File: config.mk
export PLATFORM = sky130hd
export DESIGN_NAME = uart_fifo_ctrl
export DESIGN_NICKNAME = d
export VERILOG_FILES = /design/src/rtl/uart_fifo_pkg.sv /design/src/rtl/uart_sync_fifo.sv /design/src/rtl/uart_fifo_ctrl.sv
export SDC_FILE = /design/constraint.sdc
export NUM_CORES = 1
export LEC_CHECK = 0
export CORE_MARGIN = 10
export CORE_UTILIZATION = 55
export CTS_BUF_LIST = sky130_fd_sc_hd__clkbuf_8
export CTS_CLUSTER_SIZE = 12
export DETAILED_ROUTE_END_ITERATION = 16
export GPL_ROUTABILITY_DRIVEN = 0
export PLACE_DENSITY_LB_ADDON = 0.08
export RECOVER_POWER = 100
export SKIP_CTS_REPAIR_TIMING = 1
export SLEW_MARGIN = 0
export SYNTH_ARGS = -nofsm -noshare
export SYNTH_HDL_FRONTEND = slang
export SYNTH_HIERARCHICAL = 1
export SYNTH_SLANG_ARGS = --single-unit
File: constraint.sdc
create_clock -name pclk -period 17.5 [get_ports pclk]
set_clock_uncertainty 0.05 [all_clocks]
set_input_delay 1.75 -clock pclk [delete_from_list [all_inputs] [get_ports pclk]]
set_output_delay 1.75 -clock pclk [all_outputs]
set_load 0.02 [all_outputs]
File: src/rtl/uart_fifo_pkg.sv
// Shared types and helpers for the UART TX/RX buffering stage.
package uart_fifo_pkg;

    // Character width the stored RX entry layout is described for.
    localparam int UART_DATA_W = 8;

    // One stored RX character with its line status, MSB first.
    typedef struct packed {
        logic                   bi;
        logic                   fe;
        logic                   pe;
        logic [UART_DATA_W-1:0] data;
    } rx_entry_t;

    // RX trigger select encoding.
    typedef enum logic [1:0] {
        TRIG_ONE     = 2'b00,
        TRIG_QUARTER = 2'b01,
        TRIG_HALF    = 2'b10,
        TRIG_NEAR    = 2'b11
    } rxfiftl_e;

    // Number of stored RX characters that raises the trigger in FIFO mode.
    function automatic int trig_level(input rxfiftl_e sel, input int depth);
        case (sel)
            TRIG_ONE:     return 1;
            TRIG_QUARTER: return depth / 4;
            TRIG_HALF:    return depth / 2;
            default:      return depth - 2;
        endcase
    endfunction

    // True when any of the {bi, fe, pe} status bits is set.
    function automatic logic has_err(input logic [2:0] status);
        return |status;
    endfunction

endpackage

File: src/rtl/uart_sync_fifo.sv
// First-word-fall-through synchronous FIFO with flush and a depth-1 mode.
module uart_sync_fifo #(
    parameter int WIDTH = 8,
    parameter int DEPTH = 16,
    parameter int CW    = $clog2(DEPTH + 1)
) (
    input  logic             clk,
    input  logic             rst,
    input  logic             clr,
    input  logic             depth1,
    input  logic             push,
    input  logic             pop,
    input  logic [WIDTH-1:0] wdata,
    output logic [WIDTH-1:0] rdata,
    output logic [CW-1:0]    count,
    output logic             full,
    output logic             empty,
    output logic             push_ok,
    output logic             pop_ok
);

    localparam int AW = $clog2(DEPTH);

    logic [WIDTH-1:0] mem [DEPTH];
    logic [AW-1:0]    rd_ptr;
    logic [AW-1:0]    wr_ptr;
    logic [CW-1:0]    eff_depth;
    logic [CW-1:0]    cnt_n;

    // A pop frees the slot a same-cycle push needs, so a full FIFO can do both.
    assign eff_depth = depth1 ? CW'(1) : CW'(DEPTH);
    assign pop_ok    = pop & ~empty & ~clr;
    assign push_ok   = push & (~full | pop_ok) & ~clr;
    assign rdata     = mem[rd_ptr];

    // Next occupancy from the accepted push/pop pair.
    always_comb begin
        cnt_n = count;
        if (clr)
            cnt_n = '0;
        else if (push_ok && !pop_ok)
            cnt_n = count + CW'(1);
        else if (!push_ok && pop_ok)
            cnt_n = count - CW'(1);
    end

    // Pointers and registered status flags.
    always_ff @(posedge clk or posedge rst) begin
        if (rst) begin
            rd_ptr <= '0;
            wr_ptr <= '0;
            count  <= '0;
            full   <= 1'b0;
            empty  <= 1'b1;
        end else begin
            if (clr) begin
                rd_ptr <= '0;
                wr_ptr <= '0;
            end else begin
                if (push_ok) wr_ptr <= wr_ptr + AW'(1);
                if (pop_ok)  rd_ptr <= rd_ptr + AW'(1);
            end
            count <= cnt_n;
            full  <= (cnt_n == eff_depth);
            empty <= (cnt_n == '0);
        end
    end

    // Storage; a flush leaves old contents in place so the head shows stale data.
    always_ff @(posedge clk or posedge rst) begin
        if (rst) begin
            for (int i = 0; i < DEPTH; i++) mem[i] <= '0;
        end else if (push_ok) begin
            mem[wr_ptr] <= wdata;
        end
    end

endmodule

File: src/rtl/uart_fifo_ctrl.sv
// UART TX/RX buffering: two FIFOs plus overrun, error tracking, trigger and timeout.
module uart_fifo_ctrl
    import uart_fifo_pkg::*;
#(
    parameter int DEPTH      = 16,
    parameter int DATA_W     = 8,
    parameter int TOUT_CHARS = 4,
    parameter int CW         = $clog2(DEPTH + 1)
) (
    input  logic              pclk,
    input  logic              preset,
    input  logic              fifoen,
    input  logic              txclr,
    input  logic              rxclr,
    input  logic [1:0]        rxfiftl,
    input  logic [DATA_W-1:0] wdata,
    input  logic              thr_wr_en,
    input  logic              tsr_load,
    output logic [DATA_W-1:0] tx_data,
    output logic              tx_full,
    output logic              tx_empty,
    output logic [CW-1:0]     tx_count,
    input  logic [DATA_W-1:0] rsr_data,
    input  logic              rx_pe,
    input  logic              rx_fe,
    input  logic              rx_bi,
    input  logic              rx_done,
    input  logic              rbr_rd_en,
    output logic [DATA_W-1:0] rbr,
    output logic              rbr_pe,
    output logic              rbr_fe,
    output logic              rbr_bi,
    output logic              rx_full,
    output logic              rx_empty,
    output logic [CW-1:0]     rx_count,
    output logic              rx_trig,
    output logic              rx_err_any,
    output logic              overrun,
    input  logic              lsr_rd,
    input  logic              char_tick,
    output logic              rx_timeout
);

    localparam int TW = $clog2(TOUT_CHARS + 1);

    logic              fifoen_q;
    logic              mode_chg;
    logic              tx_flush;
    logic              rx_flush;
    logic              tx_push_ok;
    logic              tx_pop_ok;
    logic              rx_push_ok;
    logic              rx_pop_ok;
    logic [DATA_W+2:0] rx_wentry;
    logic [DATA_W+2:0] rx_rentry;
    logic [CW-1:0]     trig_lvl;
    logic [CW-1:0]     ecnt;
    logic [CW-1:0]     ecnt_n;
    logic              err_in;
    logic              err_out;
    logic [TW-1:0]     tcnt;
    logic [TW-1:0]     tcnt_n;
    logic              tout_rst;

    // A mode change empties both sides exactly like an explicit clear.
    assign mode_chg = fifoen ^ fifoen_q;
    assign tx_flush = txclr | mode_chg;
    assign rx_flush = rxclr | mode_chg;

    // Track the mode to detect changes.
    always_ff @(posedge pclk or posedge preset) begin
        if (preset) fifoen_q <= 1'b0;
        else        fifoen_q <= fifoen;
    end

    uart_sync_fifo #(
        .WIDTH (DATA_W),
        .DEPTH (DEPTH),
        .CW    (CW)
    ) u_tx_fifo (
        .clk     (pclk),
        .rst     (preset),
        .clr     (tx_flush),
        .depth1  (~fifoen),
        .push    (thr_wr_en),
        .pop     (tsr_load),
        .wdata   (wdata),
        .rdata   (tx_data),
        .count   (tx_count),
        .full    (tx_full),
        .empty   (tx_empty),
        .push_ok (tx_push_ok),
        .pop_ok  (tx_pop_ok)
    );

    // Entry layout {bi, fe, pe, data}.
    assign rx_wentry = {rx_bi, rx_fe, rx_pe, rsr_data};

    uart_sync_fifo #(
        .WIDTH (DATA_W + 3),
        .DEPTH (DEPTH),
        .CW    (CW)
    ) u_rx_fifo (
        .clk     (pclk),
        .rst     (preset),
        .clr     (rx_flush),
        .depth1  (~fifoen),
        .push    (rx_done),
        .pop     (rbr_rd_en),
        .wdata   (rx_wentry),
        .rdata   (rx_rentry),
        .count   (rx_count),
        .full    (rx_full),
        .empty   (rx_empty),
        .push_ok (rx_push_ok),
        .pop_ok  (rx_pop_ok)
    );

    assign rbr    = rx_rentry[DATA_W-1:0];
    assign rbr_pe = rx_rentry[DATA_W];
    assign rbr_fe = rx_rentry[DATA_W+1];
    assign rbr_bi = rx_rentry[DATA_W+2];

    // Trigger is the one combinational status output.
    assign trig_lvl = CW'(trig_level(rxfiftl_e'(rxfiftl), DEPTH));
    assign rx_trig  = fifoen ? (rx_count >= trig_lvl) : ~rx_empty;

    // Sticky overrun: a dropped RX character sets it, an LSR read clears it.
    always_ff @(posedge pclk or posedge preset) begin
        if (preset)
            overrun <= 1'b0;
        else if (rx_done && rx_full && !rx_pop_ok && !rx_flush)
            overrun <= 1'b1;
        else if (lsr_rd)
            overrun <= 1'b0;
    end

    // Count of stored entries that carry any error bit.
    assign err_in  = rx_push_ok & has_err({rx_bi, rx_fe, rx_pe});
    assign err_out = rx_pop_ok  & has_err({rbr_bi, rbr_fe, rbr_pe});

    // Next error count; a same-cycle in and out cancel.
    always_comb begin
        ecnt_n = ecnt;
        if (rx_flush)
            ecnt_n = '0;
        else if (err_in && !err_out)
            ecnt_n = ecnt + CW'(1);
        else if (!err_in && err_out)
            ecnt_n = ecnt - CW'(1);
    end

    // Error count and its registered non-zero flag.
    always_ff @(posedge pclk or posedge preset) begin
        if (preset) begin
            ecnt       <= '0;
            rx_err_any <= 1'b0;
        end else begin
            ecnt       <= ecnt_n;
            rx_err_any <= (ecnt_n != '0);
        end
    end

    // Timeout runs as a down-counter of remaining idle character times;
    // reaching zero is the same as having counted TOUT_CHARS up.
    assign tout_rst = rx_done | rbr_rd_en | rx_flush | rx_empty;

    // Next remaining-idle-time value.
    always_comb begin
        tcnt_n = tcnt;
        if (tout_rst)
            tcnt_n = TW'(TOUT_CHARS);
        else if (char_tick && fifoen && tcnt != '0)
            tcnt_n = tcnt - TW'(1);
    end

    // Timeout counter and registered terminal-count flag.
    always_ff @(posedge pclk or posedge preset) begin
        if (preset) begin
            tcnt       <= TW'(TOUT_CHARS);
            rx_timeout <= 1'b0;
        end else begin
            tcnt       <= tcnt_n;
            rx_timeout <= fifoen && (tcnt_n == '0);
        end
    end

endmodule

# --- Yosys cells after proc, flatten, opt, wreduce, memory -nomap -nowiden ---
# Cells that the tools add are included.
classes:
  bitwise: 28
  mux: 36
  add_sub_neg: 11
  n_lt_le_gt_ge: 7
  reduce_logical: 34
  eq_ne: 4
ops:
  columns: ["cell", "n"]
  rows:
  - ["$bwmux W176", 1]
  - ["$bwmux W128", 1]
  - ["$mux W5", 10]
  - ["$bmux W11 S4", 1]
  - ["$demux W11 S4", 1]
  - ["$mux W11", 3]
  - ["$bmux W8 S4", 1]
  - ["$demux W8 S4", 1]
  - ["$mux W4", 8]
  - ["$mux W8", 3]
  - ["$ge A5 B5 Y1 const B", 4]
  - ["$not A4 Y5", 4]
  - ["$add A4 B1 Y4 const B", 4]
  - ["$add A5 B1 Y5 const B", 3]
  - ["$sub A5 B1 Y5 const B", 3]
  - ["$logic_and A1 B1 Y1", 14]
  - ["$pmux W4 S3", 1]
  - ["$and A1 B1 Y1", 10]
  - ["$eq A5 B5 Y1", 2]
  - ["$logic_not A5 Y1", 2]
  - ["$lt A5 B1 Y1 const B", 2]
  - ["$reduce_bool A2 Y1", 5]
  - ["$logic_not A1 Y1", 7]
  - ["$or A1 B1 Y1", 7]
  - ["other kinds (13)", 22]
word_totals:
  elab_cells: 168
  inputBits: 32
  regBits: 346
  output_inout_bits: 37

# --- Longest topological paths before layout ---
depth:
  ltp_word: 14
  ltp_mapped: 12
  ltp_nobuf: 10

# --- By module ---
# Netlist, hierarchy kept.
by_module_without_submodules:
  columns: ["module", "cells_per_inst", "area_per_inst_um2", "instances", "seq_area_each_um2"]
  rows:
  - ["uart_sync_fifo (u_rx_fifo)", 567, 9369.0, 1, 4780.8]
  - ["uart_sync_fifo (u_tx_fifo)", 430, 6815.3, 1, 3579.7]
  - ["uart_fifo_ctrl", 92, 842.1, 1, 301.5]

# --- Worst setup path after synthesis ---
# OpenSTA, ideal clock, no wires.
synth_timing:
  kind: "input -> output"
  start: "input port rxfiftl[1]"
  end: "output port rx_trig"
  arrival_time_ns: 2.694
  n_path_buf: 0
  path_stages: 7
  setup_slack_ns: 13.006
  t_required_ns: 15.700
  cell_sequence: "nor2_1 -> ha_1 -> nand2b_1 -> a21oi_1 -> nor2b_1 -> o21ai_0 -> a22oi_1"
synth_between:
  elab_chain_len: 4
  word_cells_on_any_way: 6
  cone_classes: "1 x order compare; 2 x eq/ne; 2 x mux; 1 x reduce/logical"
synth_rtl:
  columns: ["item", "line", "text"]
  rows:
  - ["start, declared", "uart_fifo_ctrl.sv:15", "input logic [1:0] rxfiftl,"]
  - ["$eq A2 B2 Y1, or another cell as far along", "uart_fifo_pkg.sv:25", "case (sel)"]
  - ["$pmux W4 S3 (*)", "uart_fifo_pkg.sv:25", null]
  - ["$ge A5 B5 Y1 (*)", "uart_fifo_ctrl.sv:126", "assign rx_trig = fifoen ? (rx_count >= trig_lvl) : ~rx_empty;"]
  - ["$mux W1 (*)", "uart_fifo_ctrl.sv:126", null]
  - ["end, declared", "uart_fifo_ctrl.sv:36", "output logic rx_trig,"]
# Mark *: on every way between the ends. The rest lies on a longest branch, timed or not.

==> qor.csv <==
metric,value,unit
track_usage,0.181,
p_comb_frac,0.105,
slew_headroom,-2.51,
worstReg2RegEnd,rx_err_any,
cp_max_fo,116,
dr.pass1.iters,4,
switching_power,0.437,mW
fp-row-count,64,
die_h,196,um
wl_per_cell,21.4,um
initial_core_util,0.556,
p_int,1.35,mW
reg2regPathDepth,8,
max_freq,117,MHz
worstHoldStart,u_tx_fifo/mem[79],
p_clk_frac,0.418,
r2r-start,u_rx_fifo/rd_ptr[0],
setup_tns,0,ps
outcome,"finished, violations left",
clock-sinks,346,
htree_levels,2,
worstPathRequired,17250,ps
synth_warnings,6,
maxCapViolCount,7,
port_buffers,68,
synth_area,17000,um2
finalHoldViolations,0,
grt_pass1_wl,56500,um
core,30600,um2
finalCritPeriodShare,0.487,
antenna_cells,0,
crit_path_start_kind,input pin,
setup_violations,0,
reg2reg_slack,11460,ps
drt-initial-drc-count,432,
dp_hpwl,21300,um
critPathArrivalTime,8280,ps
grt_antenna_before_repair,1,
synth_nets,1141,
fin_ws,8970,ps
clk_pin_slew,60,ps
cts_tree,built,
violations,"max-capacitance violations, max-slew violations",
clk_latency,590,ps
tightest_slew,5230,ps
final_max_slew_viol_count,446,
crit_type,input pin to async pin,
period_needed,8530,ps
grt-ovfl-total,0,
leakage,8.85,nW
area_growth,8.47,%
cts.path.max_buffers,3,
min_to,u_tx_fifo/mem[79],
grt_max_degree,117,
vias_per_cell,5.78,
ios,69,
placed_cells,1489,
wirelength,34200,um
instances_no_fill,1597,
cts_made_buffers,58,
num_vias,9226,
rsz0062_at_grt,false,
hold_path.class,flop to flop,
die_x,196,um
drive_above_1_share,0.246,
fillers,2498,
power_density,96.9,nW/um2
first_global_vias,9994,
seqPwrFrac,0.477,
drtAntennaViolNets,0,
preCtsSetupSlack,11990,ps
dieArea,38400,um2
worstSetupEndpointType,async pin,
hold_path_depth,1,
final_util,0.603,
irDropWorstVdd,58.6,uV
p_sw_frac,0.244,
syn_avg_cell_area,15.7,um2
layout.nets,1207,
netlist_instances,1087,
clockRootBuffer,clkbuf_8,
drcViolationCount,0,
==> state kept, by name, indices dropped and copies added (netlist names), 3 cells and up <==
| signal | cells |
|---|---|
| tcnt | 3 |
| ecnt | 5 |
| u_tx_fifo/count | 5 |
| u_rx_fifo/wr_ptr | 4 |
| u_tx_fifo/mem | 128 |
| u_tx_fifo/wr_ptr | 4 |
| u_rx_fifo/rd_ptr | 4 |
| u_rx_fifo/mem | 176 |
| u_tx_fifo/rd_ptr | 4 |
| u_rx_fifo/count | 5 |
==> layout make-up <==
cell class	count	area, um2	share of cell area
sequential	346	8670	0.469
clock buffer	78	1070	0.0582
tap	396	495	0.0268
timing repair buffer	75	714	0.0387
inverter	25	96.3	0.00522
multi-input combinational	647	7230	0.392
clock inverter	30	181	0.00983
==> cell usage in the layout (no fill, tap or decap), types with 3 or more instances in the layout <==
cell	n
a211oi_1	4
a21o_1	4
or4_1	3
nand3_1	38
dfrtp_2	3
nor3_1	11
nor2_1	36
nand2b_1	6
dlygate4sd3_1	39
mux2_1	201
mux2i_1	3
xnor2_1	13
dfrtp_1	340
nor2b_1	7
clkbuf_8	78
mux2_2	95
clkdlybuf4s50_1	29
or3_1	3
mux2_4	8
nand2_1	27
ha_1	22
a22oi_1	3
inv_1	47
mux4_2	95
xor2_1	8
clkbuf_1	5
nand4bb_1	3
nand4_1	3
o21ai_0	8
a21oi_1	10
dfstp_2	3
==> per-layer routing <==
| layer | wire, um | GRT usage | part of all wire |
|---|---|---|---|
| met1 | 15200 | 0.242 | 0.44 |
| met2 | 17200 | 0.299 | 0.50 |
| met3 | 1200 | 0.0309 | 0.035 |
| met4 | 575 | 0.0523 | 0.017 |
| met5 | 0 | 0 | 0 |
==> through the flow <==
stage | total power, mW | instance area, um2 | hold WS [ps]
after floorplan | 0.997 | 17000 | 409
after global placement | 1.07 | 17900 | 419
after detailed placement | 1.07 | 17900 | 425
after CTS | 1.83 | 19100 | 439
after global routing | 1.87 | 18500 | 454
final | 1.79 | 18500 | 432
==> worst max-delay path, cell delays in order <==
cell and delay, ps:
dlygate4sd3_1 590, clkinvlp_2 2890, clkbuf_1 2890
==> how the worst max path moves through the flow <==
stage | startpoint | end | slack, ps
floorplan | preset | u_rx_fifo/count[0] | 10500
global route | preset | u_rx_fifo/mem[7] | 7580
global placement | rxfiftl[1] | rx_trig | 12020
CTS | rxfiftl[1] | rx_trig | 11980
detailed placement | rxfiftl[1] | rx_trig | 11990
finish | preset | u_rx_fifo/mem[7] | 8970
==> power by group through the flow <==
stage | Combinational, mW | Clock [mW] | Sequential, mW
floorplan | 0.134 | 0 | 0.863
global placement | 0.201 | 0 | 0.866
detailed placement | 0.204 | 0 | 0.867
CTS | 0.204 | 0.771 | 0.853
global route | 0.205 | 0.811 | 0.857
finish | 0.188 | 0.748 | 0.854
(Power assumes the default switching activity.)
